## config.mk

```make
export PLATFORM = sky130hd
export DESIGN_NAME = audio_memory_sequencer
export DESIGN_NICKNAME = d
export VERILOG_FILES = /design/src/rtl/audio_memory_sequencer.sv
export SDC_FILE = /design/constraint.sdc
export NUM_CORES = 1
export LEC_CHECK = 0
export CELL_PAD_IN_SITES_DETAIL_PLACEMENT = 1
export CELL_PAD_IN_SITES_GLOBAL_PLACEMENT = 1
export CORE_ASPECT_RATIO = 1.4
export CORE_UTILIZATION = 45
export CTS_CLUSTER_DIAMETER = 60
export DETAILED_ROUTE_END_ITERATION = 6
export PLACE_DENSITY_LB_ADDON = 0.1
export SKIP_LAST_GASP = 1
export SLEW_MARGIN = 20
export SYNTH_ARGS = -nofsm -noshare
export SYNTH_HDL_FRONTEND = slang
export SYNTH_SLANG_ARGS = --single-unit
```

## constraint.sdc

```tcl
create_clock -name Clock -period 6.6 [get_ports Clock]
set_input_delay 0.99 -clock Clock [delete_from_list [all_inputs] [get_ports Clock]]
set_output_delay 0.99 -clock Clock [all_outputs]
set_load 0.01 [all_outputs]
```

## src/rtl/audio_memory_sequencer.sv

```systemverilog
// Record/playback sequencer between an audio controller, a sample RAM and the ADC/DAC.
// Samples are paced by a divider; reads return through a two-stage pipeline to the DAC.
module audio_memory_sequencer #(
  parameter int ADDR_W     = 10,
  parameter int DATA_W     = 8,
  parameter int SAMPLE_DIV = 2500
) (
  input  logic              Clock,
  input  logic              Reset,
  input  logic              StartRecord,
  input  logic              StartPlay,
  input  logic              StopPlaying,
  input  logic [DATA_W-1:0] SampleIn,
  input  logic [DATA_W-1:0] MemRdData,
  output logic [ADDR_W-1:0] MemAddr,
  output logic [DATA_W-1:0] MemWrData,
  output logic              MemWe,
  output logic              MemRe,
  output logic [DATA_W-1:0] SampleOut,
  output logic              SampleOutValid,
  output logic              MemoryFull,
  output logic              StopReading
);

  localparam int DEPTH = 1 << ADDR_W;
  localparam int DIV_W = $clog2(SAMPLE_DIV);

  typedef enum logic [2:0] {IDLE, REC, FULL, PLAY, END} state_t;

  state_t            state;
  logic [DIV_W-1:0]  div_cnt;
  logic [ADDR_W-1:0] wr_ptr;
  logic [ADDR_W-1:0] rd_ptr;
  logic [ADDR_W:0]   rec_len;
  logic              rd_vld_p1;

  logic              tick;
  logic [DIV_W-1:0]  div_nxt;
  logic              rec_abort;
  logic              play_abort;
  logic              last_wr;
  logic              last_rd;

  assign tick       = (div_cnt == DIV_W'(SAMPLE_DIV - 1));
  assign div_nxt    = tick ? '0 : div_cnt + DIV_W'(1);
  assign rec_abort  = !StartRecord || StopPlaying;
  assign play_abort = !StartPlay || StopPlaying;
  assign last_wr    = &wr_ptr;
  assign last_rd    = ({1'b0, rd_ptr} == rec_len - (ADDR_W+1)'(1));

  // Status flags decode straight from the registered state so they hold until the controller reacts
  assign MemoryFull  = (state == FULL);
  assign StopReading = (state == END);

  always_ff @(posedge Clock) begin
    if (!Reset) begin
      state          <= IDLE;
      div_cnt        <= '0;
      wr_ptr         <= '0;
      rd_ptr         <= '0;
      rec_len        <= '0;
      MemAddr        <= '0;
      MemWrData      <= '0;
      MemWe          <= 1'b0;
      MemRe          <= 1'b0;
      rd_vld_p1      <= 1'b0;
      SampleOut      <= '0;
      SampleOutValid <= 1'b0;
    end else begin
      MemWe     <= 1'b0;
      MemRe     <= 1'b0;
      MemAddr   <= '0;
      MemWrData <= '0;
      div_cnt   <= '0;

      // p1: RAM data valid; p2: sample presented to the DAC, independent of the FSM
      rd_vld_p1      <= MemRe;
      SampleOutValid <= rd_vld_p1;
      if (rd_vld_p1) SampleOut <= MemRdData;

      case (state)
        IDLE: begin
          if (StartRecord) begin
            state  <= REC;
            wr_ptr <= '0;
          end else if (StartPlay) begin
            rd_ptr <= '0;
            state  <= (rec_len == '0) ? END : PLAY;
          end
        end
        REC: begin
          if (rec_abort) begin
            state   <= IDLE;
            rec_len <= {1'b0, wr_ptr};
          end else begin
            div_cnt <= div_nxt;
            if (tick) begin
              MemWe     <= 1'b1;
              MemAddr   <= wr_ptr;
              MemWrData <= SampleIn;
              if (last_wr) begin
                state   <= FULL;
                rec_len <= (ADDR_W+1)'(DEPTH);
              end else begin
                wr_ptr <= wr_ptr + ADDR_W'(1);
              end
            end
          end
        end
        FULL: if (rec_abort) state <= IDLE;
        PLAY: begin
          if (play_abort) begin
            state <= IDLE;
          end else begin
            div_cnt <= div_nxt;
            if (tick) begin
              MemRe   <= 1'b1;
              MemAddr <= rd_ptr;
              rd_ptr  <= rd_ptr + ADDR_W'(1);
              if (last_rd) state <= END;
            end
          end
        end
        END: if (play_abort) state <= IDLE;
        default: state <= IDLE;
      endcase
    end
  end

endmodule

```

==> results.sh, run 1 <==
export IMPL_die_area_um2=8349
export IMPL_ys_ff_latch=76
export IMPL_endpoint_kind="flip-flop"
export IMPL_finalWorstSetupSlack_ps=3275
export IMPL_post_place_ws_ps=2883
export IMPL_worstSetupStartpointType="primary input"
export IMPL_clkLatencyLatePin_ps=360
export IMPL_slowest_delay_ps=1120
export IMPL_fin_tns_setup_ps=0
export IMPL_holdWs_ps=475.8
export IMPL_via_per_inst=5.539
export IMPL_drv_cap=0
export IMPL_wl_per_cell_um=16.83
export IMPL_cpMaxStageDelayCell="clkdlybuf4s50_1"
export IMPL_synth_nets=413
export IMPL_leakagePower_uw=0.001479
export IMPL_avgSynthCellArea_um2=9.258
export IMPL_crit_type="primary input to flip-flop"
export IMPL_cts_sinks=76
export IMPL_cts_root_buffer="clkbuf_8"
export IMPL_postCtsResizedCells=0
export IMPL_dpl_cell_area_um2=4071
export IMPL_mappedNetlistArea_um2=3592
export IMPL_slew_headroom=0.3372
export IMPL_use_met3=0.06017
export IMPL_grt_pass1_vias=3021
export IMPL_rows=38
export IMPL_setup_viol=0
export IMPL_track_usage=0.2338
export IMPL_cts_buffer_depth=2
export IMPL_start_util=0.4635
export IMPL_max_clock_freq_ghz=0.3007
export IMPL_antenna_found_initial=0
export IMPL_report_final_slew_viol_count=0
export IMPL_synth_ff_type="dfxtp_1"
export IMPL_numPortBuffers=51
export IMPL_via_count=2947
export IMPL_fin_crit_sh=0.5038
export IMPL_grt_max_degree=33
export IMPL_cp_max_fo=32
export IMPL_place_congestion=0.8488
export IMPL_postCtsHoldBufs=0
export IMPL_synth_edf_count=0
export IMPL_peakVddDrop_mv=0.1387
export IMPL_drc=0
export IMPL_hold_viol=0
export IMPL_dp_hpwl_mm=6.480
export IMPL_cp_arrival_ps=3620
export IMPL_required_ps=6890
export IMPL_stdcell_area_um2=4262
export IMPL_power_density_nw_per_um2=222.2
export IMPL_ys_types=59
export IMPL_numCtsBuffers=9
export IMPL_fin_worst_skew_ps=9.370
export IMPL_syn_inst=388
export IMPL_syn_to_final_growth_pct=18.63
export IMPL_synthArstFlopShare=0
export IMPL_htree_levels=3
export IMPL_first_pass_iters=4
export IMPL_seq_area_frac_synth=0.4235
export IMPL_routed_wl_mm=8.955
export IMPL_drt_iter0_markers=82
export IMPL_post_cts_buffers=0
export IMPL_grt_busiest_layer="met2"
export IMPL_nets=454
export IMPL_grt_pass1_wl_mm=15.00
export IMPL_clk_pin_slew_worst_paths_ps=80
export IMPL_die_w_um=77.51
export IMPL_diodes=0
export IMPL_ios=52
export IMPL_crit_chain="clkdlybuf4s50_1 -> nand3b_1 -> or3_1 -> nor2_1"
export IMPL_grt_remaining_overflow=0
export IMPL_cts_tree="yes"
export IMPL_worst_pin_slew_ps=991.1
export IMPL_ys_warn_count=0
export IMPL_status="finished, final reports clean"
export IMPL_antenna_left=0
export IMPL_rsz0062_at_grt="no"
export IMPL_met1_usage=0.2491
export IMPL_use_met2=0.4241
export IMPL_post_route_min_period_ps=3325
export IMPL_drive_gt1_frac=0.06019
export IMPL_die_h_um=107.7
export IMPL_reg2reg_slack_ps=4030
export IMPL_core_area_um2=7750
export IMPL_hold_class="flip-flop to flip-flop"
registers in the layout, summed over array words and instances (netlist names):
name / count
SampleOutValid: 1
MemWe: 1
wr_ptr: 10
SampleOut: 8
MemWrData: 8
MemRe: 1
state: 3
div_cnt: 12
rec_len: 11
rd_vld_p1: 1
MemAddr: 10
rd_ptr: 10
power breakdown:
| group | internal, uW | total (uW) | switching [uW] |
|---|---|---|---|
| logic | 49.2 | 113 | 63.6 |
| registers | 466 | 484 | 17.8 |
| clock network | 191 | 351 | 160 |
| total | 706 | 947 | 241 |
synthesized netlist by cell type, drive strengths merged (2+ instances only):
cell	instances	share of area
or3	4	0.0084
nor3	9	0.013
nor4b	4	0.011
nor2	44	0.046
o311ai	2	0.0049
nor4	3	0.0052
a21oi	11	0.018
o31a	2	0.0049
buf	4	0.012
ha	4	0.014
a22oi	22	0.046
nand3b	5	0.011
mux2i	10	0.028
inv	8	0.0084
a31oi	3	0.0052
nand2b	6	0.010
nand4	7	0.016
nor2b	24	0.042
o21ai	10	0.014
nor3b	6	0.014
o31ai	4	0.0084
or4bb	2	0.0063
or4	7	0.015
nand3	9	0.013
xor2	15	0.037
and2	14	0.025
clkbuf	16	0.022
dfxtp	76	0.42
xnor2	16	0.039
and3	9	0.016
nand2	17	0.018
layout make-up:
type | count | area (um^2)
clock inverters | 2 | 35.03
clock buffers | 12 | 155.1
well taps | 100 | 125.1
multi-input cells | 283 | 1884
fillers | 918 | 3488
inverters | 8 | 30.03
flip-flops and latches | 76 | 1521
repair buffers | 51 | 510.5
critical path: cells and delay by family:
family,cells,cell delay [ps]
buf+inv,1,1120
simple gates,3,1510
final timing paths:
check,depth (start not counted),from,to
hold reg to reg,1,MemRe$_SDFF_PP0_,rd_vld_p1$_SDFF_PN0_
setup reg to reg,7,div_cnt[0]$_SDFF_PN0_,wr_ptr[8]$_SDFFE_PN0P_
setup / recovery,4,Reset,div_cnt[8]$_SDFF_PN0_
hold / removal,1,MemRe$_SDFF_PP0_,rd_vld_p1$_SDFF_PN0_
per-stage QoR:
stage / instances / util / total power [uW]
6_report: 532 / 0.5499 / 947.1
5_1_grt: 532 / 0.5499 / 992.3
4_1_cts: 532 / 0.5499 / 961.6
3_5_place_dp: 518 / 0.5253 / 607.0
3_3_place_gp: 518 / 0.5253 / 602.9
2_1_floorplan: 388 / - / 579.2
cells in the final DEF, fill, tap and decap left out, types with 2 or more instances in the layout:
master and n:
dfxtp_1 76, clkdlybuf4s50_1 51, nor2_1 44, nor2b_1 24, a22oi_1 22, nand2_1 17, xnor2_1 16, xor2_1 15
and2_1 13, clkbuf_8 11, mux2i_1 10, a21oi_1 10, o21ai_0 10, nand3_1 9, nor3_1 9, inv_1 8
or4_1 7, and3_1 7, nand4_1 6, nand2b_1 6, nor3b_1 5, nand3b_1 4, o31ai_1 4, ha_1 4
nor4b_1 3, a31oi_1 3, nor4_1 3, or3_1 3, and3_2 2, or4bb_1 2, o31a_1 2
kinds of logic (layout without fill, tap and decap cells):
kind of cell             after synthesis  in the layout  share of synthesized area
flip-flops                            76             76                     0.4235
AND/OR/NAND/NOR                      174            174                     0.2793
AO/OA/AOI/OAI                         63             63                     0.1247
multiplexers                          11             11                    0.03100
adder cells (fa/ha/maj)                4              4                    0.01393
buffers and inverters                 29             73                    0.05190
XOR/XNOR                              31             31                    0.07558
layer usage:
metal / share of wire / vias to the layer above
li1: - / 1441
met1: 0.42 / 1421
met2: 0.51 / 69
met3: 0.038 / 16
met4: 0.027 / 0
met5: 0 / -
Power figures use the tool's default switching activity.
==> run 2, diff against run 1 <==
--- a/config.mk
+++ b/config.mk
@@ -8,7 +8,7 @@
 export CELL_PAD_IN_SITES_DETAIL_PLACEMENT = 1
 export CELL_PAD_IN_SITES_GLOBAL_PLACEMENT = 1
 export CORE_ASPECT_RATIO = 1.4
-export CORE_UTILIZATION = 45
+export CORE_UTILIZATION = 41
 export CTS_CLUSTER_DIAMETER = 60
 export DETAILED_ROUTE_END_ITERATION = 6
 export PLACE_DENSITY_LB_ADDON = 0.1
==> constraint.sdc (replaced) <==
create_clock -name Clock -period 3.5 [get_ports Clock]
set_input_delay 0.525 -clock Clock [delete_from_list [all_inputs] [get_ports Clock]]
set_output_delay 0.525 -clock Clock [all_outputs]
set_load 0.01 [all_outputs]
==> run 2 against run 1 <==
  * Sequential power rose by 89%
  * Flip-flop and latch count did not move
  * Clock-buffer cell count is 3 lower
  * Clock skew decreased by 4.5 ps
  * Cell area is 3.8% higher
  * Sequential share of layout area is 1.3 points lower
  * Die area is 9.5% higher
  * Core utilization is 3.3 points lower
  * Register-to-register slack worse by 3100 ps
==> results.sh, run 2 (synthesis gave the netlist of run 1 again) <==
export IMPL_status="finished, final reports clean"
export IMPL_setup_viol=0
export IMPL_pwr_share_comb=0.103
export IMPL_wl_per_cell_um=16.98
export IMPL_path_depth=8
export IMPL_routed_wl_mm=9.219
export IMPL_hold_class="flip-flop to flip-flop"
export IMPL_rows=40
export IMPL_reg2reg_slack_ps=930
export IMPL_grt_remaining_overflow=0
export IMPL_post_cts_buffers=0
export IMPL_power_density_nw_per_um2=477.5
export IMPL_ios=52
export IMPL_reg2reg_from="rec_len[0]$_SDFFE_PN0P_"
export IMPL_clkLatencyLatePin_ps=330
export IMPL_fin_worst_skew_ps=4.874
export IMPL_grt_pass1_wl_mm=14.93
export IMPL_worst_pin_slew_ps=925.3
export IMPL_report_final_slew_viol_count=0
export IMPL_grt_max_degree=32
export IMPL_largest_register_ffs=12
export IMPL_cp_max_fo=6
export IMPL_r2r_end="state[1]$_SDFFE_PN0P_"
export IMPL_drive_gt1_frac=0.07534
export IMPL_final_common_cell="dfxtp_1"
export IMPL_fillers=978
export IMPL_max_clock_freq_ghz=0.3887
export IMPL_track_usage=0.2175
export IMPL_endpoint_kind="flip-flop"
export IMPL_fin_crit_sh=0.7351
export IMPL_wl_met1_mm=4.065
export IMPL_wl_met2_mm=4.521
export IMPL_die_w_um=81.11
export IMPL_post_route_min_period_ps=2573
export IMPL_syn_to_final_growth_pct=23.16
export IMPL_swShare=0.2443
export IMPL_postCtsResizedCells=0
export IMPL_required_ps=3710
export IMPL_ff_latch_area_um2=1521
export IMPL_clockPowerShare=0.465
export IMPL_top_regs="div_cnt: 12 flops, rec_len: 11 flops"
export IMPL_min_path_cells=1
export IMPL_clk_pin_slew_worst_paths_ps=60
export IMPL_core_area_um2=8558
export IMPL_cts_buffer_depth=2
export IMPL_cts_root_buffer="clkbuf_16"
export IMPL_grt_pass1_vias=2929
export IMPL_antenna_found_initial=0
export IMPL_first_pass_iters=4
export IMPL_drc=0
export IMPL_fin_tns_setup_ps=0
export IMPL_via_count=2942
export IMPL_ff2ff_path_depth=8
export IMPL_cts_sinks=76
export IMPL_diodes=0
export IMPL_multi_input_area_um2=1884
export IMPL_antenna_left=0
export IMPL_leakagePower_uw=0.001556
export IMPL_start_util=0.4197
export IMPL_slew_headroom=0.3831
export IMPL_largest_register="div_cnt"
export IMPL_dr_wl_met3_um=359
export IMPL_cp_arrival_ps=2780
export IMPL_cp_top_family="compound AO/OA/AOI/OAI gates"
export IMPL_stdcell_area_um2=4424
export IMPL_switchingPower_uw=516.1
export IMPL_hold_path_end="div_cnt[0]$_SDFF_PN0_"
export IMPL_worstSetupStartpointType="flip-flop"
export IMPL_critPathBufInv=1
export IMPL_crit_chain="inv_1 -> ha_1 -> or4b_1 -> o31a_1 -> nor4_1 -> o311ai_1 -> o31ai_1 -> a31oi_1"
export IMPL_peakVddDrop_mv=0.3298
export IMPL_dp_hpwl_mm=6.561
export IMPL_crit_type="flip-flop to flip-flop"
export IMPL_numPortBuffers=51
export IMPL_rsz0062_at_grt="no"
export IMPL_drt_iter0_markers=74
export IMPL_cpMaxStageDelayCell="or4b_1"
export IMPL_hold_path_startpoint="div_cnt[0]$_SDFF_PN0_"
export IMPL_htree_levels=3
export IMPL_hold_viol=0
export IMPL_final_cell_mix="dfxtp_1, clkdlybuf4s50_1, nor2_1, nor2b_1, a22oi_1"
export IMPL_dpl_cell_area_um2=4108
export IMPL_place_congestion=0.7544
export IMPL_via_per_inst=5.418
export IMPL_drv_cap=0
export IMPL_numCtsBuffers=9
export IMPL_die_area_um2=9145
export IMPL_postCtsHoldBufs=0
export IMPL_slowest_delay_ps=560
export IMPL_die_h_um=112.8
export IMPL_cts_tree="yes"
export IMPL_p_seq_frac=0.432
export IMPL_internal_power_uw=1597
export IMPL_nets=458
export IMPL_top_layer="met4"
-- run 2: changes by cell type in the layout (fill, tap and decap cells not counted), sizes merged --
| cell | change |
|---|---|
| buf | +4 |
| clkinvlp | +1 |
| bufinv | +1 |
| clkinv | +3 |
| clkbuf | -3 |
-- run 2: worst register-to-register path: cells and delay by family (launching register included) --
family	cells	cell delay [ps]
AO/OA/AOI/OAI	4	990
adder cells (fa/ha/maj)	1	280
buffers and inverters	1	80
flip-flops	1	370
AND/OR/NAND/NOR	2	730
-- run 2: worst max path at each step --
| stage | endpoint | start |
|---|---|---|
| 6_report | state[1]$_SDFFE_PN0P_ | rec_len[0]$_SDFFE_PN0P_ |
| 5_1_grt | state[0]$_SDFFE_PN0P_ | rec_len[0]$_SDFFE_PN0P_ |
| 4_1_cts | state[1]$_SDFFE_PN0P_ | rec_len[0]$_SDFFE_PN0P_ |
| 3_5_place_dp | rd_ptr[9]$_SDFFE_PN0P_ | StartRecord |
| 3_3_place_gp | rd_ptr[9]$_SDFFE_PN0P_ | StartRecord |
| 2_1_floorplan | state[1]$_SDFFE_PN0P_ | rec_len[0]$_SDFFE_PN0P_ |
-- run 2: power by group through the flow --
stage	combinational [uW]	clock, uW	sequential, uW
2_1_floorplan	183	0	909
3_3_place_gp	215	0	929
3_5_place_dp	221	0	931
4_1_cts	222	1000	912
5_1_grt	241	1040	917
6_report	218	982	913
-- run 2: cell type report --
class,count,share of cell area
Clock buffer,9,0.05091
Clock inverter,7,0.02064
Inverter,8,0.006787
Multi-Input combinational cell,283,0.4259
Sequential cell,76,0.3439
Tap cell,105,0.02969
Timing Repair Buffer,55,0.1222
-- run 2: metrics by stage --
step | hold WS, ps | utilization | setup slack [ps] | power, uW | cells
floorplan | 426.3 | - | 1304 | 1092 | 388
global route | 497.8 | 0.5170 | 742.9 | 2195 | 543
finish | 460.7 | 0.5170 | 927.1 | 2113 | 543
CTS | 470.5 | 0.5170 | 947.6 | 2136 | 543
detailed placement | 456.2 | 0.4800 | 731.1 | 1151 | 527
global placement | 436.5 | 0.4800 | 791.1 | 1145 | 527
-- run 2: metal layers --
metal / vias to the layer above / GRT usage
met4: 0 / 0.09286
met1: 1415 / 0.2532
met2: 58 / 0.3697
met3: 14 / 0.05565
li1: 1455 / -
met5: - / 0
